[src/rtl/reg_bank_pkg.sv]
// Shared constants for the register bank write arbiter.
// Address map of the three-register bank and counter width.
package reg_bank_pkg;

    localparam int ADDR_W = 2;
    localparam int CNT_W  = 16;

    localparam logic [ADDR_W-1:0] ADDR_Q0    = 2'd0;
    localparam logic [ADDR_W-1:0] ADDR_Q1    = 2'd1;
    localparam logic [ADDR_W-1:0] ADDR_Q2    = 2'd2;
    localparam logic [ADDR_W-1:0] ADDR_BCAST = 2'd3;

    localparam logic [CNT_W-1:0] CNT_MAX = '1;

endpackage

[src/rtl/rr_arbiter.sv]
// Combinational round-robin arbiter.
// Picks the first eligible index at or after ptr, wrapping.
module rr_arbiter #(
    parameter int N  = 3,
    parameter int PW = $clog2(N)
) (
    input  logic [N-1:0]  elig,
    input  logic [PW-1:0] ptr,
    output logic [N-1:0]  gnt,
    output logic [PW-1:0] w,
    output logic          any
);

    logic found;
    int   idx;

    // scan from ptr upward, first eligible requester wins
    always_comb begin
        gnt   = '0;
        w     = '0;
        found = 1'b0;
        idx   = 0;
        for (int i = 0; i < N; i++) begin
            idx = (int'(ptr) + i) % N;
            if (!found && elig[idx]) begin
                found    = 1'b1;
                w        = PW'(idx);
                gnt[idx] = 1'b1;
            end
        end
        any = found;
    end

endmodule

[src/rtl/reg_bank_write_arbiter.sv]
// Round-robin shared write port for a three-register bank.
// Address 3 broadcasts one write into all three registers.
module reg_bank_write_arbiter
    import reg_bank_pkg::*;
#(
    parameter int NUM_REQ = 3,
    parameter int DATA_W  = 8
) (
    input  logic                      clk,
    input  logic                      rst_n,
    input  logic [NUM_REQ-1:0]        req,
    input  logic [2*NUM_REQ-1:0]      addr,
    input  logic [DATA_W*NUM_REQ-1:0] wdata,
    output logic [NUM_REQ-1:0]        ack,
    output logic [DATA_W-1:0]         q0,
    output logic [DATA_W-1:0]         q1,
    output logic [DATA_W-1:0]         q2,
    output logic [CNT_W-1:0]          wr_count
);

    localparam int PW = $clog2(NUM_REQ);

    logic [NUM_REQ-1:0] elig;
    logic [NUM_REQ-1:0] gnt;
    logic [PW-1:0]      ptr;
    logic [PW-1:0]      ptr_nxt;
    logic [PW-1:0]      w;
    logic               any;
    logic [ADDR_W-1:0]  w_addr;
    logic [DATA_W-1:0]  w_data;
    logic               we0;
    logic               we1;
    logic               we2;

    // a requester being acked this cycle must not be written twice
    assign elig = req & ~ack;

    rr_arbiter #(
        .N  (NUM_REQ),
        .PW (PW)
    ) u_arb (
        .elig (elig),
        .ptr  (ptr),
        .gnt  (gnt),
        .w    (w),
        .any  (any)
    );

    assign w_addr = addr[ADDR_W*w +: ADDR_W];
    assign w_data = wdata[DATA_W*w +: DATA_W];

    assign ptr_nxt = (w == PW'(NUM_REQ - 1)) ? '0 : w + PW'(1);

    // decode winner address into per-register write enables
    always_comb begin
        we0 = 1'b0;
        we1 = 1'b0;
        we2 = 1'b0;
        if (any) begin
            unique case (w_addr)
                ADDR_Q0:    we0 = 1'b1;
                ADDR_Q1:    we1 = 1'b1;
                ADDR_Q2:    we2 = 1'b1;
                ADDR_BCAST: begin
                    we0 = 1'b1;
                    we1 = 1'b1;
                    we2 = 1'b1;
                end
            endcase
        end
    end

    // commit one write, pulse ack, advance pointer and counter
    always_ff @(posedge clk) begin
        if (!rst_n) begin
            ack      <= '0;
            ptr      <= '0;
            q0       <= '0;
            q1       <= '0;
            q2       <= '0;
            wr_count <= '0;
        end else begin
            ack <= gnt;
            if (any) begin
                ptr <= ptr_nxt;
                if (wr_count != CNT_MAX)
                    wr_count <= wr_count + 1'b1;
            end
            if (we0) q0 <= w_data;
            if (we1) q1 <= w_data;
            if (we2) q2 <= w_data;
        end
    end

endmodule

[config.mk]
export PLATFORM = sky130hd
export DESIGN_NAME = reg_bank_write_arbiter
export DESIGN_NICKNAME = d
export VERILOG_FILES = /design/src/rtl/reg_bank_pkg.sv /design/src/rtl/rr_arbiter.sv /design/src/rtl/reg_bank_write_arbiter.sv
export SDC_FILE = /design/constraint.sdc
export NUM_CORES = 1
export LEC_CHECK = 0
export BUFFER_PORTS_ARGS = -buffer_cell sky130_fd_sc_hd__buf_2
export CORE_AREA = 4 4 66 98
export CTS_BUF_LIST = sky130_fd_sc_hd__clkbuf_4 sky130_fd_sc_hd__clkbuf_8
export CTS_CLUSTER_SIZE = 40
export DETAILED_ROUTE_END_ITERATION = 10
export DIE_AREA = 0 0 70 102
export PLACE_DENSITY_LB_ADDON = 0.08
export SETUP_SLACK_MARGIN = 0.1
export SLEW_MARGIN = 20
export SYNTH_ARGS = -nofsm -noshare
export SYNTH_HDL_FRONTEND = slang
export SYNTH_SLANG_ARGS = --single-unit
export TNS_END_PERCENT = 20
[constraint.sdc]
create_clock -name clk -period 3.8 [get_ports clk]
set_input_delay 0.38 -clock clk [delete_from_list [all_inputs] [get_ports clk]]
set_output_delay 0.38 -clock clk [all_outputs]
set_load 0.05 [all_outputs]
Word level (Yosys, flattened, before mapping)
Index checks and enable logic that the tools add are counted.

operators by class
  $add $sub $neg = 4
  divide/modulo/power cells = 3
  magnitude comparators = 6
  equal/unequal tests = 5
  shift operators = 2
  mux-type cells = 31
  bitwise gates (word level) = 4
  reductions and logical operators = 12

operators by type and width
  cell                     number
  $ge A32 B1 Y1 const B    3
  $lt A32 B4 Y1 const B    3
  $mod A32 B3 Y32 const B  2
  $mod A3 B3 Y32 const B   1
  $shiftx A24 B6 Y8        1
  $mux W1                  18
  $add A16 B1 Y16 const B  1
  $ne A16 B16 Y1 const B   1
  $mux W3                  3
  $mux W2                  4
  $bmux W1 S2              3
  $demux W1 S2             3
  $eq A2 B2 Y1 const B     3
  $or A3 B3 Y3             2
  $reduce_or A2 Y1         3
  $shiftx A6 B4 Y2         1
  $logic_and A1 B1 Y1      5
  $add A2 B1 Y3 const B    1
  $add A2 B2 Y3 const B    1
  $and A3 B3 Y3            1
  $not A3 Y3               1
  $add A2 B1 Y2 const B    1
  $eq A2 B1 Y1 const B     1
  $logic_not A1 Y1         2
  2 further kinds          2

word-level totals
  register bits after elaboration = 45
  bits of input ports = 35
  output and inout port bits = 43
  word-level logic and storage cells = 73

Depth between registers and ports, before layout
Gate-level depths: netlist of run 1.

  depth after elaboration = 17
  mapped depth = 16
  mapped depth without buffers = 12

By module
Synthesis of run 1 repeated with hierarchy kept, for this count alone.

second synthesis, totals
  cells, all modules = 299
  area total of the unflattened synthesis = 2,576.2 µm²

modules (own cells, without submodules)
  module                  instances  cells each  area each (µm²)
  reg_bank_write_arbiter  1          247         2,194.6
  rr_arbiter              1          52          381.6

Worst setup path after synthesis of run 1
OpenSTA, ideal clock, no wires.

  kind = reg-to-reg
  start point = register ptr[0]
  end point = register q0[3]
  data arrival time = 3.266 ns
  data required time = 3.683 ns
  path slack = 0.417 ns
  stages on the path, launching flop included = 17
  buffers on the path = 4
  period minus slack after synthesis = 3.383 ns
  cell sequence = dfxtp_1 > inv_1 > ha_1 > buf_4 > nand2b_1 > o22a_1 > or4_1 > buf_2 > buf_1 > nand2_1 > nand3_1 > o21ai_0 > ha_1 > a21bo_1 > clkbuf_1 > nor2_1 > a32o_1

on the way
  longest elaborated chain between the ends = 16

RTL lines
  what                                                      line                          text
  start: declaration                                        reg_bank_write_arbiter.sv:25  logic [PW-1:0] ptr;
  start signal: assignment                                  reg_bank_write_arbiter.sv:85  ptr <= ptr_nxt;
  branches (longest 16 deep; another with $mod A32 B3 Y32)  -
  end signal: assignment                                    reg_bank_write_arbiter.sv:89  if (we0) q0 <= w_data;
  end: declaration                                          reg_bank_write_arbiter.sv:15  output logic [DATA_W-1:0] q0,

Several ways; the timed one is not identified. The select of a mux whose other input is x is not followed.
A chain may end at the register's enable or synchronous reset.

Final worst setup path of run 1
  start point = register ptr[0]
  end point = register q0[5]

The elaborated chain is that of the path after synthesis.

==> key figures, run 1 <==
Timing
  • Worst-Margin Slew: 0.8301 ns
  • Hold Fails Final Rpt: 0
  • Final setup fails: 0
  • Final WS setup: 0.4275 ns
  • Hold_ws: 0.4783 ns
  • RSZ-0062 raised after global routing: false
  • Fmax: 0.2965 GHz
  • Slew Limit Fails: 0
  • Tcrit/Tclk final: 88.75%
  • Crit path time final: 3.373 ns
  • Layout Skew: 0.01037 ns
  • Slew headroom: 44.20%
  • Setup_tns: 0 ns

CTS
  • CTS Buffer Depth: 2
  • H-tree levels: 2
  • Clk Latency, worst-skew pair: 0.30 ns
  • Post_cts resized: 0
  • Reg clk slew, reported paths: 0.09 ns
  • Hold_buf cts: 0
  • Clock root cell: clkbuf_8
  • Sink Count: 45
  • CTS Buf Count: 5
  • CTS tree: yes
  • Setup Fix Bufs, Post-CTS: 0

Worst setup path
  • Worst-case reg-to-reg path depth: 11
  • CP endpoint kind: flip-flop
  • Critical path type: reg -> reg
  • WP data arrival: 3.57 ns
  • CP Launch Type: flip-flop
  • Critical path depth in cells: 11
  • Largest stage delay on the critical path: 0.58 ns
  • R2R Path Start: ptr[0]
  • CP Data Required Time: 4.00 ns
  • CP delay by family, top: compound AO/OA/AOI/OAI gates
  • Buf/Inv on CP: 1
  • Worst R2R End: q0[5]
  • Crit. Startpoint: ptr[0]
  • R2R setup slack: 0.43 ns
  • Most frequent CP cell: ha_1
  • Worst-path cell chain: inv_1 > ha_1 > nand2b_1 > o22a_1 > or4_4 > a211oi_2 > or3_1 > ha_1 > a21bo_2 > nor2_1 > a32o_1
  • Highest-delay cell along the critical path: or4_4
  • CP endpoint: q0[5]
  • Max FO, Critical Path: 16

Synth
  • Post-Synthesis Cells: 326
  • Cell Area, Synth: 0.002703 mm²
  • Mux cell area share after synthesis: 3.704%
  • Post-Syn Area per Cell: 8.290 µm²
  • Syn_nets: 368
  • Top cells by count, synth: 45 x dfxtp_1, 34 x nand3_1, 34 x nor2_1
  • #FFs+latches synth: 45
  • Distinct cells, synth: 59
  • Xor/xnor share of the synthesized area: 1.296%
  • Number of synthesized flops with an enable pin: 0
  • Largest family of logic cells by synthesized area: simple AND/OR/NAND/NOR gates
  • Async S/R FF share, synth: 0%
  • Ys flop type: dfxtp_1
  • Post-Synth Adder-Cell Area: 3.241%
  • YS warnings: 0
  • Seq/Total Area, Yosys: 33.33%
  • Synth Area in Compound Gates: 25.42%
  • Most instantiated library cell after synthesis: dfxtp_1
  • Yosys top cell area share: 33.33%
  • Synth area leaders: dfxtp_1 33%, a32o_1 8.9%, nand3_1 6.3%, nor2_1 4.7%, o21ai_0 3.9%
  • Synth Area in Simple Gates: 27.73%
  • Cell taking the most area after synthesis: dfxtp_1

Layout
  • Fraction of layout cells with a size suffix above 1: 27.16%
  • Utilization after layout: 56.47%
  • Fillers: 598
  • Layout Area Growth over Synthesis: 19.12%
  • Nets: 435
  • # diodes: 0

Die
  • Die width: 70 µm
  • DIE AREA: 0.007140 mm²
  • Starting Density: 47.41%
  • CORE AREA: 0.005700 mm²
  • Std-Cell Rows: 34
  • Die height: 102 µm
  • Num ports: 78

Global route
  • Vias in the first global route: 2561
  • Initial antenna violation count: 0
  • GRT overflow: 0
  • Pin count of the biggest net entering global routing: 50
  • First-pass GRT wire length: 12010 µm
  • GRT Overall Usage: 20.60%

Routing
  • Via Count: 2743
  • Routed len/inst: 15.76 µm
  • Pre-antenna DRT Iters: 4
  • DR iter-0 viols: 232
  • Vias per cell: 5.886
  • Routed wire length: 7346 µm
  • DRC violations left: 0
  • Antenna-violating nets left: 0

Placement
  • Place WS: 0.2170 ns
  • Placer Congestion: 0.8728
  • DP HPWL: 5681 µm
  • Port buffer count: 77

Power
  • VDD IR max: 422.7 µV
  • LEAKAGE: 0.001406 µW
  • Pwr dens: 860.5 mW/mm²

Min path
  • Hold Path Class: reg -> reg

Outcome
  • Status: finished, final reports clean

Flow run
  • Max-cap violations: 0
## layout by cell type, fill, tap and decap left out, types with 3 or more instances in the layout
cell type,count
o211ai_1,8
nand2b_1,12
nand4_1,10
buf_2,77
and3_1,3
nor2_1,34
dfxtp_1,45
xnor2_1,4
nand2_1,23
a32o_1,24
nand3b_1,5
nand3_1,34
buf_4,8
mux2i_1,10
clkbuf_8,5
a21oi_1,8
inv_1,7
ha_1,7
o21ai_0,21
a211oi_1,5
## per-stage QoR
stage,cells,power (µW),cell area (µm²)
after global routing,466,2999,3219
after detailed placement,458,2478,3122
after floorplan,326,2104,2703
final,466,2770,3219
after CTS,466,2792,3216
after global placement,458,2445,3122
## flip-flops by register name, indices dropped and copies added (netlist names)
name      cells
ack           3
ptr           2
q0            8
q1            8
q2            8
wr_count     16
## cell type report
type	instances	area, µm²	share of cell area [%]
clock buffer	5	68.82	2.138
inverter	7	26.28	0.8162
tap	72	90.09	2.798
clock inverter	3	25.02	0.7773
timing repair buffer	85	445.4	13.84
sequential	45	900.9	27.98
multi-input combinational	249	1663	51.65
## kinds of logic after synthesis
family	count (synthesis)
multiplexers	10
AND/OR/NAND/NOR	141
adder cells (fa/ha/maj)	7
AO/OA/AOI/OAI	87
flip-flops	45
XOR/XNOR	4
buffers and inverters	32
## worst min-delay path: cells and delay by family, from the launching register on
kind          cells  cell delay, ns
mux               1            0.05
simple gates      1            0.06
flops             1            0.33
## how the worst min path moves through the flow
stage | startpoint | end | slack (ns) | depth (start not counted)
after floorplan | ptr[1] | ptr[1] | 0.52 | 2
after global placement | wr_count[9] | wr_count[9] | 0.46 | 2
after detailed placement | wr_count[9] | wr_count[9] | 0.47 | 2
after CTS | wdata[1] | q1[1] | 0.48 | 4
after global routing | wdata[17] | q1[1] | 0.51 | 4
final | wr_count[9] | wr_count[9] | 0.48 | 2
## routing by layer
metal | track usage, % | part of all wire [%] | vias to the layer above
li1 | - | - | 1359
met1 | 23.28 | 40 | 1280
met2 | 37.73 | 52 | 92
met3 | 4.331 | 6.0 | 12
met4 | 8.112 | 2.5 | 0
met5 | 0 | 0 | -
## power by group
| part | switching, µW | internal, µW |
|---|---|---|
| clock | 171 | 133 |
| combinational | 1210 | 619 |
| sequential | 61.4 | 572 |
| total | 1450 | 1320 |
Note: power is estimated with default switching activity, not from simulation.
==> inputs of run 2 (changes only) <==
==> constraint.sdc (replaced) <==
create_clock -name clk -period 3.8 [get_ports clk]
set_input_delay 0.19 -clock clk [delete_from_list [all_inputs] [get_ports clk]]
set_output_delay 0.19 -clock clk [all_outputs]
set_load 0.05 [all_outputs]
==> run 2 against run 1 <==
Clock skew decreased by 0.0018 ns. Register-to-register slack about the same. Die area unchanged. Sequential cell count unchanged. Worst hold slack got worse by 0.18 ns. Via count decreased by 0.11%. Largest cell class unchanged. Largest power group unchanged. Highest routed layer unchanged.
==> key figures, run 2 (same netlist as run 1, synthesis figures left out) <==
Outcome
  • Status: finished, final reports clean

Worst setup path
  • Worst R2R End: q0[6]
  • Most frequent CP cell: ha_1
  • Crit. Startpoint: ptr[0]
  • Critical path type: reg -> reg
  • CP Data Required Time: 4.00 ns (about the same)
  • Largest stage delay on the critical path: 0.58 ns (about the same)
  • WP data arrival: 3.58 ns (about the same)
  • Max FO, Critical Path: 16 (unchanged)
  • CP endpoint kind: flip-flop
  • Highest-delay cell along the critical path: or4_4
  • Worst-path cell chain: inv_1 > ha_1 > nand2b_1 > o22a_1 > or4_4 > a211oi_4 > or3_1 > ha_1 > a21bo_2 > nor2_1 > a32o_1
  • Worst-case reg-to-reg path depth: 11 (unchanged)
  • CP endpoint: q0[6]
  • CP Launch Type: flip-flop
  • R2R Path Start: ptr[0]
  • R2R setup slack: 0.43 ns (about the same)

Timing
  • Setup_tns: 0 ns (unchanged)
  • Layout Skew: 0.008600 ns (-0.001768 ns)
  • Crit path time final: 3.371 ns (-0.001453 ns)
  • Tcrit/Tclk final: 88.71% (about the same)
  • Hold Fails Final Rpt: 0 (unchanged)
  • Final WS setup: 0.4289 ns (+0.001453 ns)
  • Fmax: 0.2966 GHz (about the same)
  • RSZ-0062 raised after global routing: false
  • Slew headroom: 44.76% (+0.56 points)
  • Final setup fails: 0 (unchanged)
  • Slew Limit Fails: 0 (unchanged)
  • Worst-Margin Slew: 0.8217 ns (-0.008337 ns)

Power
  • LEAKAGE: 0.001406 µW (about the same)
  • VDD IR max: 593.8 µV (+40%)
  • Pwr dens: 863.7 mW/mm² (+0.37%)

CTS
  • CTS tree: yes
  • CTS Buffer Depth: 2 (unchanged)
  • Clk Latency, worst-skew pair: 0.30 ns (about the same)
  • Sink Count: 45 (unchanged)
  • H-tree levels: 2 (unchanged)
  • CTS Buf Count: 5 (unchanged)
  • Hold_buf cts: 0 (unchanged)
  • Clock root cell: clkbuf_8
  • Reg clk slew, reported paths: 0.09 ns (about the same)

Min path
  • Startpoint of the worst hold path: wdata[5]
  • Hold Path Class: in -> reg

Placement
  • Place WS: 0.2281 ns (+0.01106 ns)
  • Port buffer count: 77 (unchanged)
  • DP HPWL: 5648 µm (-0.58%)
  • Placer Congestion: 0.8555 (-2.0%)

Die
  • Starting Density: 47.41% (unchanged)
  • DIE AREA: 0.007140 mm² (unchanged)
  • Num ports: 78 (unchanged)
  • Die width: 70 µm (unchanged)
  • Std-Cell Rows: 34 (unchanged)
  • CORE AREA: 0.005700 mm² (unchanged)
  • Die height: 102 µm (unchanged)

Global route
  • GRT Overall Usage: 20.99% (+0.39 points)
  • Initial antenna violation count: 0 (unchanged)
  • Vias in the first global route: 2580 (+0.74%)
  • Pin count of the biggest net entering global routing: 50 (unchanged)
  • First-pass GRT wire length: 12100 µm (+0.75%)
  • GRT overflow: 0 (unchanged)

Layout
  • Commonest non-fill, non-tap cell in the layout: buf_2
  • Nets: 435 (unchanged)
  • Most flop-heavy register: wr_count
  • Max reg flops: 16 (unchanged)
  • Layout Area Growth over Synthesis: 19.40%
  • Fillers: 580 (-3.0%)
  • Most frequent cells in the layout: 77 x buf_2, 45 x dfxtp_1, 34 x nor2_1, 34 x nand3_1, 24 x a32o_1
  • Fraction of layout cells with a size suffix above 1: 27.16% (unchanged)
  • # diodes: 0 (unchanged)

Routing
  • Routed wire length: 7467 µm (+1.6%)
  • DRC violations left: 0 (unchanged)
  • Vias per cell: 5.880 (-0.11%)
  • Antenna-violating nets left: 0 (unchanged)
  • DR iter-0 viols: 224 (-3.4%)
  • Pre-antenna DRT Iters: 4 (unchanged)
  • Via Count: 2740 (-0.11%)
  • Routed len/inst: 16.02 µm (+1.6%)

Flow run
  • Max-cap violations: 0 (unchanged)
run 2: cell counts in the layout (fill, tap and decap cells not counted):
Identical to the previous run, type by type.
run 2: worst min path at each step:
| stage | to | slack [ns] | cells past startpoint |
|---|---|---|---|
| 2_1_floorplan | wr_count[14] | 0.34 | 2 |
| 3_3_place_gp | wr_count[9] | 0.46 | 2 |
| 3_5_place_dp | wr_count[9] | 0.47 | 2 |
| 4_1_cts | q1[5] | 0.30 | 4 |
| 5_1_grt | q0[3] | 0.31 | 4 |
| 6_report | q1[5] | 0.30 | 4 |
run 2: cell type report:
type / count / area (µm²) / area share [%]
Clock buffer: 5 / 68.82 / 2.133
Multi-Input combinational cell: 249 / 1670 / 51.76
Timing Repair Buffer: 85 / 445.4 / 13.80
Clock inverter: 3 / 25.02 / 0.7755
Sequential cell: 45 / 900.9 / 27.92
Tap cell: 72 / 90.09 / 2.792
Inverter: 7 / 26.28 / 0.8143
run 2: metal layers:
layer / vias up / wire length, µm / global-route usage, %
li1: 1360 / - / -
met1: 1290 / 2934 / 22.63
met2: 78 / 3916 / 39.33
met3: 12 / 409 / 4.232
met4: 0 / 206 / 9.440
met5: - / 0 / 0
run 2: metrics by stage:
step | cell area, µm² | utilization (%) | std cells | hold slack, ns | power, µW
global placement | 3122 | 54.76 | 458 | 0.4611 | 2444
finish | 3227 | 56.61 | 466 | 0.2999 | 2787
global route | 3227 | 56.61 | 466 | 0.3145 | 3022
detailed placement | 3122 | 54.76 | 458 | 0.4734 | 2470
floorplan | 2703 | - | 326 | 0.3399 | 2104
CTS | 3216 | 56.41 | 466 | 0.2962 | 2782
run 2: repair_timing:
item | CTS | global route
resized for setup | 0 | 3
setup buffers | 0 | 0
endpoints found under the setup margin | 0 | 16
endpoints found under the hold margin | 0 | 0
run 2: worst max-delay path, delay by kind of cell (launching register included):
| family | cells | cell delay, ns |
|---|---|---|
| simple gates | 4 | 0.99 |
| buf+inv | 1 | 0.08 |
| fa+ha+maj | 2 | 0.67 |
| flops | 1 | 0.39 |
| compound gates | 4 | 1.15 |
run 2: power by group:
part           total, µW  internal (µW)  switching, µW
logic               1850            623           1220
clock network        310            133            177
registers            632            572           59.8
